`src/rtl/b10_stim_player.sv`:
```
// Stimulus sequencer for the b10 controller: plays a loadable opcode program one step per clock
// and compresses the b10 response of observed steps into a 16-bit MISR signature.
module b10_stim_player #(
  parameter int          DEPTH = 32,
  parameter int          AW    = 5,
  parameter logic [15:0] SEED  = 16'hFFFF
) (
  input  logic          clock,
  input  logic          reset,
  input  logic          wr_en,
  input  logic [AW-1:0] wr_addr,
  input  logic [11:0]   wr_data,
  input  logic [AW:0]   prog_len,
  input  logic          go,
  input  logic          abort,
  input  logic          cts,
  input  logic          ctr,
  input  logic [3:0]    v_out,
  output logic          r_button,
  output logic          g_button,
  output logic          key,
  output logic          start,
  output logic          test,
  output logic          rts,
  output logic          rtr,
  output logic [3:0]    v_in,
  output logic          obs,
  output logic          busy,
  output logic          done,
  output logic [15:0]   signature,
  output logic [AW:0]   step_count
);

  localparam logic [1:0]  S_IDLE  = 2'd0;
  localparam logic [1:0]  S_RUN   = 2'd1;
  localparam logic [1:0]  S_DONE  = 2'd2;
  localparam logic [AW:0] L_DEPTH = (AW+1)'(DEPTH);
  localparam logic [AW:0] L_ONE   = (AW+1)'(1);

  logic [11:0] r_ram [DEPTH];

  logic [1:0]  r_state;
  logic [AW:0] r_pc;
  logic [AW:0] r_len;
  logic [AW:0] r_step;
  logic [11:0] r_op;
  logic        r_active;
  logic [15:0] r_sig;

  logic        w_wr;
  logic [AW:0] w_len;
  logic [5:0]  w_resp;
  logic [15:0] w_sig_next;
  logic [11:0] w_fetch;

  // Program memory is not reset so a loaded program survives a reset pulse.
  assign w_wr = wr_en && (r_state != S_RUN);

  always_ff @(posedge clock) begin
    if (w_wr) begin
      r_ram[wr_addr] <= wr_data;
    end
  end

  assign w_len      = (prog_len > L_DEPTH) ? L_DEPTH : prog_len;
  assign w_resp     = {ctr, cts, v_out};
  assign w_sig_next = {r_sig[14:0], 1'b0} ^ (r_sig[15] ? 16'h100B : 16'h0000) ^ {10'b0, w_resp};
  assign w_fetch    = r_ram[r_pc[AW-1:0]];

  // r_active marks that r_op holds a real step whose response is captured on the next edge.
  always_ff @(posedge clock or negedge reset) begin
    if (!reset) begin
      r_state  <= S_IDLE;
      r_pc     <= '0;
      r_len    <= '0;
      r_step   <= '0;
      r_op     <= '0;
      r_active <= 1'b0;
      r_sig    <= SEED;
    end else if (abort) begin
      r_state  <= S_IDLE;
      r_op     <= '0;
      r_active <= 1'b0;
    end else begin
      case (r_state)
        S_IDLE, S_DONE: begin
          if (go) begin
            r_sig    <= SEED;
            r_step   <= '0;
            r_pc     <= '0;
            r_len    <= w_len;
            r_op     <= '0;
            r_active <= 1'b0;
            r_state  <= (w_len == '0) ? S_DONE : S_RUN;
          end
        end
        S_RUN: begin
          if (r_active) begin
            r_step <= r_step + L_ONE;
            if (r_op[11]) begin
              r_sig <= w_sig_next;
            end
          end
          if (r_pc < r_len) begin
            r_op     <= w_fetch;
            r_active <= 1'b1;
            r_pc     <= r_pc + L_ONE;
          end else begin
            r_op     <= '0;
            r_active <= 1'b0;
            r_state  <= S_DONE;
          end
        end
        default: begin
          r_state  <= S_IDLE;
          r_op     <= '0;
          r_active <= 1'b0;
        end
      endcase
    end
  end

  assign r_button   = r_op[0];
  assign g_button   = r_op[1];
  assign key        = r_op[2];
  assign start      = r_op[3];
  assign test       = r_op[4];
  assign rts        = r_op[5];
  assign rtr        = r_op[6];
  assign v_in       = r_op[10:7];
  assign obs        = r_op[11];
  assign busy       = (r_state == S_RUN);
  assign done       = (r_state == S_DONE);
  assign signature  = r_sig;
  assign step_count = r_step;

endmodule

```
`config.mk`:
```
export PLATFORM = sky130hd
export DESIGN_NAME = b10_stim_player
export DESIGN_NICKNAME = d
export VERILOG_FILES = /design/src/rtl/b10_stim_player.sv
export SDC_FILE = /design/constraint.sdc
export NUM_CORES = 1
export LEC_CHECK = 0
export CORE_MARGIN = 4
export CORE_UTILIZATION = 45
export DETAILED_ROUTE_END_ITERATION = 10
export PLACE_DENSITY = 0.69
export SLEW_MARGIN = 40
export SYNTH_ARGS = -nofsm -noshare
export SYNTH_HDL_FRONTEND = slang
export SYNTH_SLANG_ARGS = --single-unit
```
`constraint.sdc`:
```
create_clock -name clock -period 4.9 [get_ports clock]
set_clock_uncertainty 0.2 [all_clocks]
set_input_delay 0.98 -clock clock [delete_from_list [all_inputs] [get_ports clock]]
set_output_delay 0.98 -clock clock [all_outputs]
set_load 0.05 [all_outputs]
```
* After elaboration in Yosys (flattened, before gate mapping)
Memories as Yosys holds them, arrays and structs flattened.
Cells that the tools add are included.
** Storage, ports and cells
- Flip-flop bits (word level) :: 49
- Output and inout port bits :: 36
- Input bits :: 34
- Memory bits (writable) :: 384
- Memories :: 1
- Word-level logic and storage cells :: 60
** Memory list
- r_ram :: depth 32, bits a word 12, rd ports 1, clocked after memory_dff 0, wr ports 1, RTL line 40 : logic [11:0] r_ram [DEPTH];
** Operators by class
- Eq/ne operators :: 9
- Add/sub/neg operators :: 2
- Mux-type cells :: 26
- Reductions and logical operators :: 10
- Order comparisons :: 2
- Bitwise gates (word level) :: 3
** Operator list (count)
- 2-to-1 mux 16 bit :: 3
- 2-to-1 mux 12 bit :: 3
- one-hot mux 16 bit (2 select lines) :: 1
- 2-to-1 mux 6 bit :: 4
- one-hot mux 12 bit (2 select lines) :: 1
- one-hot mux 6 bit (2 select lines) :: 2
- XOR 16 x 13 -> 16 bit :: 1
- XOR 16 x 6 -> 16 bit :: 1
- 2-to-1 mux 13 bit :: 1
- adder 6 x 1 -> 6 bit, second input constant :: 2
- 2-to-1 mux 2 bit :: 4
- != test 2 x 1 -> 1 bit, second input constant :: 4
- AND reduction 4 bit :: 2
- > comparator 6 bit, second input constant :: 1
- logical NOT 6 bit :: 1
- < comparator 6 bit :: 1
- != test 3 bit, second input constant :: 2
- 2-to-1 mux 1 bit :: 5
- AND reduction 5 bit :: 1
- one-hot mux 2 bit (2 select lines) :: 1
- AND reduction 3 bit :: 1
- == test 2 x 1 -> 1 bit, second input constant :: 1
- == test 2 bit, second input constant :: 1
- logical NOT 2 bit :: 1
- other kinds (7) :: 7

* Depth between registers and ports, before layout
Gate-level depths: netlist of run 1.
- Word-level depth :: 7
- Mapped depth :: 9
- Mapped depth without buffers :: 7

* Worst setup path after synthesis of run 1
No wires, ideal clock.
- Path type :: input -> register
- Start :: input wr_addr[1]
- End :: memory r_ram[0][0] (enable)
- Stages on the path :: 3
- Data arrival time :: 2.228 ns
- Data required time :: 4.320 ns
- Path slack :: 2.092 ns
- Path buffers :: 1
- Library setup time :: 0.380 ns
- Path through :: or4b_1 > clkbuf_1 > nor2_1
** RTL lines
- from (decl) :: RTL line 11 : input logic [AW-1:0] wr_addr,
- to (decl) :: RTL line 40
No word-level cell before the write port.

* Worst setup path in the final report of run 1
- Start :: register r_state[0]
- End :: output busy
** Between the ends
- Word-level cells in the longest chain between the ends :: 1
** RTL lines
- from (decl) :: RTL line 42 : logic [1:0] r_state;
- from (signal assigned) :: RTL line 94 : r_state <= (w_len == '0) ? S_DONE : S_RUN;
- == test 2 x 1 -> 1 bit :: RTL line 132 : assign busy = (r_state == S_RUN);
- to (decl) :: RTL line 28 : output logic busy,
Every way passes these cells.

==> impl_results.md, run 1 <==
- Status: finished clean
- I/O pins: 70
- Synth area leader: edfxtp_1
- Max Freq: 295 MHz
- Critical path class: flip-flop to primary output
- Fin. max-slew vios: 0
- Crit path max fanout: 7
- Largest net degree at the start of global routing: 49
- Drt drc: 0
- CTS H-Tree Depth: 2
- Top-area cell type share of the netlist area: 66.2%
- R2r endpoint: r_op[0]
- Std cell rows: 71
- R2R Setup Slk: 2.10 ns
- CP startpoint: r_state[0]
- Maximum vdd drop: 0.359 mV
- Count of cell types in the netlist: 50
- First drt pass iteration count: 5
- ANT cells: 0
- Initial DRC Count: 822
- Setup_tns: 0 ns
- Synthesized instance count: 1041
- Area of the mapped netlist: 17400 um2
- Worst-path clk slew: 0.06 ns
- Max-cap violations: 0
- Final WS setup: 1.51 ns
- Cts bufs inserted: 44
- Total wire length: 38000 um
- Critical path data arrival time: 2.21 ns
- Grt total ovfl: 0
- Die ar.: 41900 um2
- EDFF count, synth: 384
- Via Count: 9569
- Final setup violation count: 0
- Syn_nets: 1082
- Post_cts resized: 0
- Seq cells post-synth: 433
- IO Port Bufs: 69
- GRT Util Overall: 18.0%
- Area growth from synthesis to layout: 16.1%
- Chip height: 205 um
- Gpl congestion: 0.799
- Core Util, Final: 53.4%
- Main synth FF type: edfxtp_1
- Commonest non-fill, non-tap cell in the layout: edfxtp_1
- Commonest non-fill, non-tap cells in the layout: 384 x edfxtp_1, 200 x mux2i_1, 66 x clkdlybuf4s50_1, 60 x nor2_1, 55 x buf_4
- Avg Inst Size Synth: 16.7 um2
- Via density: 5.64
- Share of cells above drive strength 1: 14.2%
- Postcts setup bufs: 0
- Synth area leaders: edfxtp_1 66%, mux2i_1 11%, dfrtp_1 4.7%, dfstp_2 2.4%, a22oi_1 2.1%
- Post-Place Setup Slack: 1.39 ns
- Reg2Reg Depth: 7
- Hold Fails Final Rpt: 0
- WL/cell: 22.4 um
- Slew Limit Headroom: 44.5%
- Num Clock Sinks: 433
- CTS max path bufs: 3
- Hold_buf cts: 0
- Pwr Total: 10100 uW
- Async SR Flop Fraction: 11.3%
- Lkg Pwr: 0.00660 uW
- Die X: 205 um
- Hold WS: 0.173 ns
- Fin crit share: 69.1%
- Initial Util: 46.0%
- Sequential-to-total area share from yosys stat: 73.3%
- Post-layout min period: 3.39 ns
- Critical Path RT: 3.72 ns
- Nets: 1193
- Initial antenna violation count: 1
- Startpoint types: flip-flop
- First-pass GRT wire length: 57200 um
- Root Buffer: clkbuf_16
- Syn. warnings: 0
- Clk_lat worst skew: 0.55 ns
- Worst-margin pin slew: 0.830 ns
- Antenna Violating Nets Remaining: 0
- # fillers: 3049
- CP endpoint kind: primary output
- Power density cells: 497 nW/um2
- Vias in the first global route: 9550
- Core area: 37900 um2
- RSZ-0062 raised after global routing: no
- Post-DP HPWL: 23600 um
- Hold Path Class: primary input to asynchronous set/reset pin
- CTS tree: yes
- Reg-to-reg startpoint: r_pc[1]
## synth_stat cells (2+ instances only)
library cell / number
nor2_1: 65
mux2i_1: 200
o21a_1: 2
nand3b_1: 8
a211oi_1: 2
a31oi_1: 7
nand3_1: 2
nand4_1: 4
dfstp_2: 16
or3b_2: 2
inv_1: 7
buf_6: 6
nand4b_1: 2
a22oi_1: 48
buf_1: 2
ha_1: 7
clkbuf_1: 28
dfrtp_1: 33
or3_1: 2
a221oi_1: 24
a22o_1: 24
o41ai_2: 12
o22ai_1: 12
buf_2: 7
buf_4: 17
o21ai_0: 8
xor2_1: 6
nand2_1: 30
xnor2_1: 7
nand2b_1: 10
a21oi_1: 37
edfxtp_1: 384
nor3_1: 2
a21oi_2: 2
## worst max-delay path by stage
stage,end,cells past startpoint
6_report,busy,3
3_3_place_gp,r_ram[5][10],3
5_1_grt,busy,3
3_5_place_dp,r_ram[19][5],3
4_1_cts,busy,3
2_1_floorplan,r_ram[0][0],3
## cell type report
| type | instances | area (um2) | area share, % |
|---|---|---|---|
| Clock buffer | 60 | 1200 | 5.93 |
| Clock inverter | 21 | 173 | 0.853 |
| Inverter | 8 | 30.0 | 0.148 |
| Multi-Input combinational cell | 539 | 4290 | 21.2 |
| Sequential cell | 433 | 12800 | 63.1 |
| Tap cell | 511 | 639 | 3.16 |
| Timing Repair Buffer | 126 | 1130 | 5.58 |
## metal layers
layer | wire length [um] | part of all wire, % | vias up | global-route usage (%)
met5 | 0 | 0 | - | 0
met3 | 2910 | 7.7 | 58 | 3.44
met4 | 889 | 2.3 | 0 | 4.69
met1 | 15800 | 41 | 4812 | 24.9
met2 | 18500 | 49 | 374 | 29.6
li1 | - | - | 4325 | -
## power by group
group / internal (uW) / switching [uW] / leakage (uW) / total (uW)
clock network: 1830 / 1340 / 0.000678 / 3170
logic: 1010 / 1610 / 0.00185 / 2620
registers: 4160 / 108 / 0.00407 / 4270
## registers in the layout, summed over array words and instances, names as in the netlist
| name | count |
|---|---|
| r_op | 12 |
| r_len | 6 |
| step_count | 6 |
| signature | 16 |
| r_state | 2 |
| r_pc | 6 |
| r_ram | 384 |
| r_active | 1 |
## logic make-up (layout without fill, tap and decap cells)
family	after synthesis	count (layout)	share of synthesized area [%]
flops	433	433	73.3
mux	200	200	11.5
compound gates	182	182	8.05
simple gates	137	137	3.75
buf+inv	69	215	2.25
xor+xnor	13	13	0.653
fa+ha+maj	7	7	0.502
## critical path: stages (launching register included)
cell and delay (ns):
dfrtp_1 0.44, nand2b_1 0.12, clkinv_1 0.29, clkdlybuf4s50_1 0.82
## through the flow
step                area, um2  std cells
CTS                     20200       1698
global placement        18800       1615
finish                  20200       1698
global route            20200       1698
floorplan               17400       1041
detailed placement      18900       1617
Note: power is estimated with default switching activity, not from simulation.
==> inputs of run 2 (changes only) <==
--- a/config.mk
+++ b/config.mk
@@ -8,7 +8,7 @@
 export CORE_MARGIN = 4
 export CORE_UTILIZATION = 45
 export DETAILED_ROUTE_END_ITERATION = 10
-export PLACE_DENSITY = 0.69
+export PLACE_DENSITY = 0.71
 export SLEW_MARGIN = 40
 export SYNTH_ARGS = -nofsm -noshare
 export SYNTH_HDL_FRONTEND = slang
==> constraint.sdc (replaced) <==
create_clock -name clock -period 2.9 [get_ports clock]
set_clock_uncertainty 0.2 [all_clocks]
set_input_delay 0.58 -clock clock [delete_from_list [all_inputs] [get_ports clock]]
set_output_delay 0.58 -clock clock [all_outputs]
set_load 0.05 [all_outputs]
==> run 2 against run 1 <==
  * Final cell count up 1.4%
  * Power up 76%
  * Critical endpoint is now signature[15]
  * Utilization up 0.95 points
  * Critical path type unchanged
==> impl_results.md, run 2 (synthesized netlist as in run 1, its figures left out) <==
- Cts bufs inserted: 44 (unchanged)
- CTS H-Tree Depth: 2 (unchanged)
- Initial antenna violation count: 0 (-1)
- Placed cell area: 19100 um2 (+1.0%)
- CP max stage cell: clkdlybuf4s50_1
- Post-DP HPWL: 23900 um (+1.4%)
- Die ar.: 41900 um2 (unchanged)
- Setup_tns: 0 ns (unchanged)
- Hold_buf cts: 1 (+1)
- Lkg Pwr: 0.00680 uW (+2.9%)
- Chip height: 205 um (unchanged)
- Final setup violation count: 0 (unchanged)
- Biggest register: r_ram
- Postcts setup bufs: 0 (unchanged)
- Area growth from synthesis to layout: 18.2%
- Max-cap violations: 0 (unchanged)
- Critical path class: flip-flop to primary output
- First drt pass iteration count: 7 (+2)
- Commonest non-fill, non-tap cell in the layout: edfxtp_1
- Vias in the first global route: 9440 (-1.2%)
- Root Buffer: clkbuf_16
- Fin crit share: 96.0%
- Critical Path RT: 2.12 ns (-1.60 ns)
- Total wire length: 38100 um (+0.34%)
- Hold WS: 0.295 ns (+0.122 ns)
- Finished Cell Area: 20600 um2 (+1.8%)
- Status: finished clean
- I/O pins: 70 (unchanged)
- Crit path buffers/inverters: 1 (-1)
- Worst-path clk slew: 0.06 ns (about the same)
- Initial DRC Count: 853 (+3.8%)
- Drt drc: 0 (unchanged)
- Initial Util: 46.0% (unchanged)
- Gpl congestion: 0.812 (+1.7%)
- Largest register FFs: 384 (unchanged)
- Nets: 1216 (+1.9%)
- Top delay family on crit path: buffers and inverters
- First-pass GRT wire length: 57400 um (+0.41%)
- GRT Util Overall: 18.0% (about the same)
- CP endpoint kind: primary output
- Startpoint types: flip-flop
- Share of cells above drive strength 1: 15.4% (+1.2 points)
- Worst-margin pin slew: 0.824 ns (-0.00643 ns)
- Core area: 37900 um2 (unchanged)
- Commonest non-fill, non-tap cells in the layout: 384 x edfxtp_1, 200 x mux2i_1, 76 x buf_4, 67 x clkdlybuf4s50_1, 64 x nor2_1
- CP startpoint: signature[15]
- Fin. max-slew vios: 0 (unchanged)
- ANT cells: 0 (unchanged)
- Std cell rows: 71 (unchanged)
- Largest net degree at the start of global routing: 49 (unchanged)
- WL/cell: 22.2 um (-1.1%)
- Via density: 5.61 (-0.44%)
- Grt total ovfl: 0 (unchanged)
- Core Util, Final: 54.3% (+0.95 points)
- Post-layout min period: 2.78 ns
- Via Count: 9662 (+0.97%)
- Antenna Violating Nets Remaining: 0 (unchanged)
- RSZ-0062 raised after global routing: no
- Clk_lat worst skew: 0.56 ns (about the same)
- Maximum vdd drop: 0.559 mV (+56%)
- Worst Hold Launch: r_active
- Die X: 205 um (unchanged)
- CTS max path bufs: 3 (unchanged)
- IO Port Bufs: 69 (unchanged)
- Reg-to-reg startpoint: r_pc[3]
- Hold Path Class: flip-flop to flip-flop
- Post_cts resized: 0 (unchanged)
- Critical path data arrival time: 2.00 ns (-0.21 ns)
- Crit path largest cell delay: 0.84 ns (+0.02 ns)
- Power density cells: 860 nW/um2 (+73%)
- Crit-path cells: clkdlybuf4s50_1
- CTS tree: yes
- Max Freq: 359 MHz
- Hold Fails Final Rpt: 0 (unchanged)
- Slew Limit Headroom: 45.1% (+0.55 points)
- Num Clock Sinks: 433 (unchanged)
- Crit path max fanout: 6 (-1)
[run 2: cell types whose count changed in the layout (fill, tap and decap cells not counted), sizes merged]
| cell | change |
|---|---|
| buf | +21 |
| clkbuf | -5 |
| clkinv | -1 |
| clkdlybuf4s50 | +1 |
| bufinv | +7 |
| dlygate4sd3 | +1 |
[run 2: layer usage]
layer | global-route usage, % | up-vias | routed length [um]
met5 | 0.238 | - | 0
met1 | 26.5 | 4852 | 16800
met2 | 27.8 | 381 | 17400
li1 | - | 4371 | -
met4 | 4.81 | 0 | 725
met3 | 3.48 | 58 | 3180
[run 2: power by group]
part           total [uW]  internal (uW)  switching (uW)
clock network        5960           3630            2330
logic                4550           1810            2730
registers            7220           7040             186
total               17700          12500            5250
[run 2: cell type report]
| class | instances | area [um2] |
|---|---|---|
| timing repair buffer | 149 | 1340 |
| inverter | 8 | 30.0 |
| clock inverter | 27 | 398 |
| fill | 2957 | 17300 |
| tap | 511 | 639 |
| clock buffer | 55 | 1140 |
| multi-input combinational | 539 | 4270 |
| sequential | 433 | 12800 |
[run 2: path summary, 6_finish.rpt]
kind / endpoint / slack [ns] / depth (start not counted)
worst min-delay path: r_active / 0.29 / 2
min in group asynchronous: step_count[5] / 0.37 / 2
worst max register to register: r_op[4] / 0.23 / 6
max in group asynchronous: signature[4] / 1.43 / 3
worst min register to register: r_active / 0.29 / 2
worst max-delay path: signature[15] / 0.12 / 1
[run 2: tightest hold or removal path: stages, from the launching register on]
cell and delay (ns):
dfrtp_1 0.36, nand2_1 0.05, nand2_1 0.05
[run 2: through the flow]
| step | worst slack (ns) | power (uW) | instances |
|---|---|---|---|
| 6_report | 0.117 | 17700 | 1722 |
| 5_1_grt | 0.0774 | 18400 | 1722 |
| 4_1_cts | 0.102 | 17800 | 1722 |
| 3_5_place_dp | 0.154 | 11900 | 1639 |
| 3_3_place_gp | 0.173 | 11800 | 1639 |
| 2_1_floorplan | 0.407 | 10500 | 1041 |
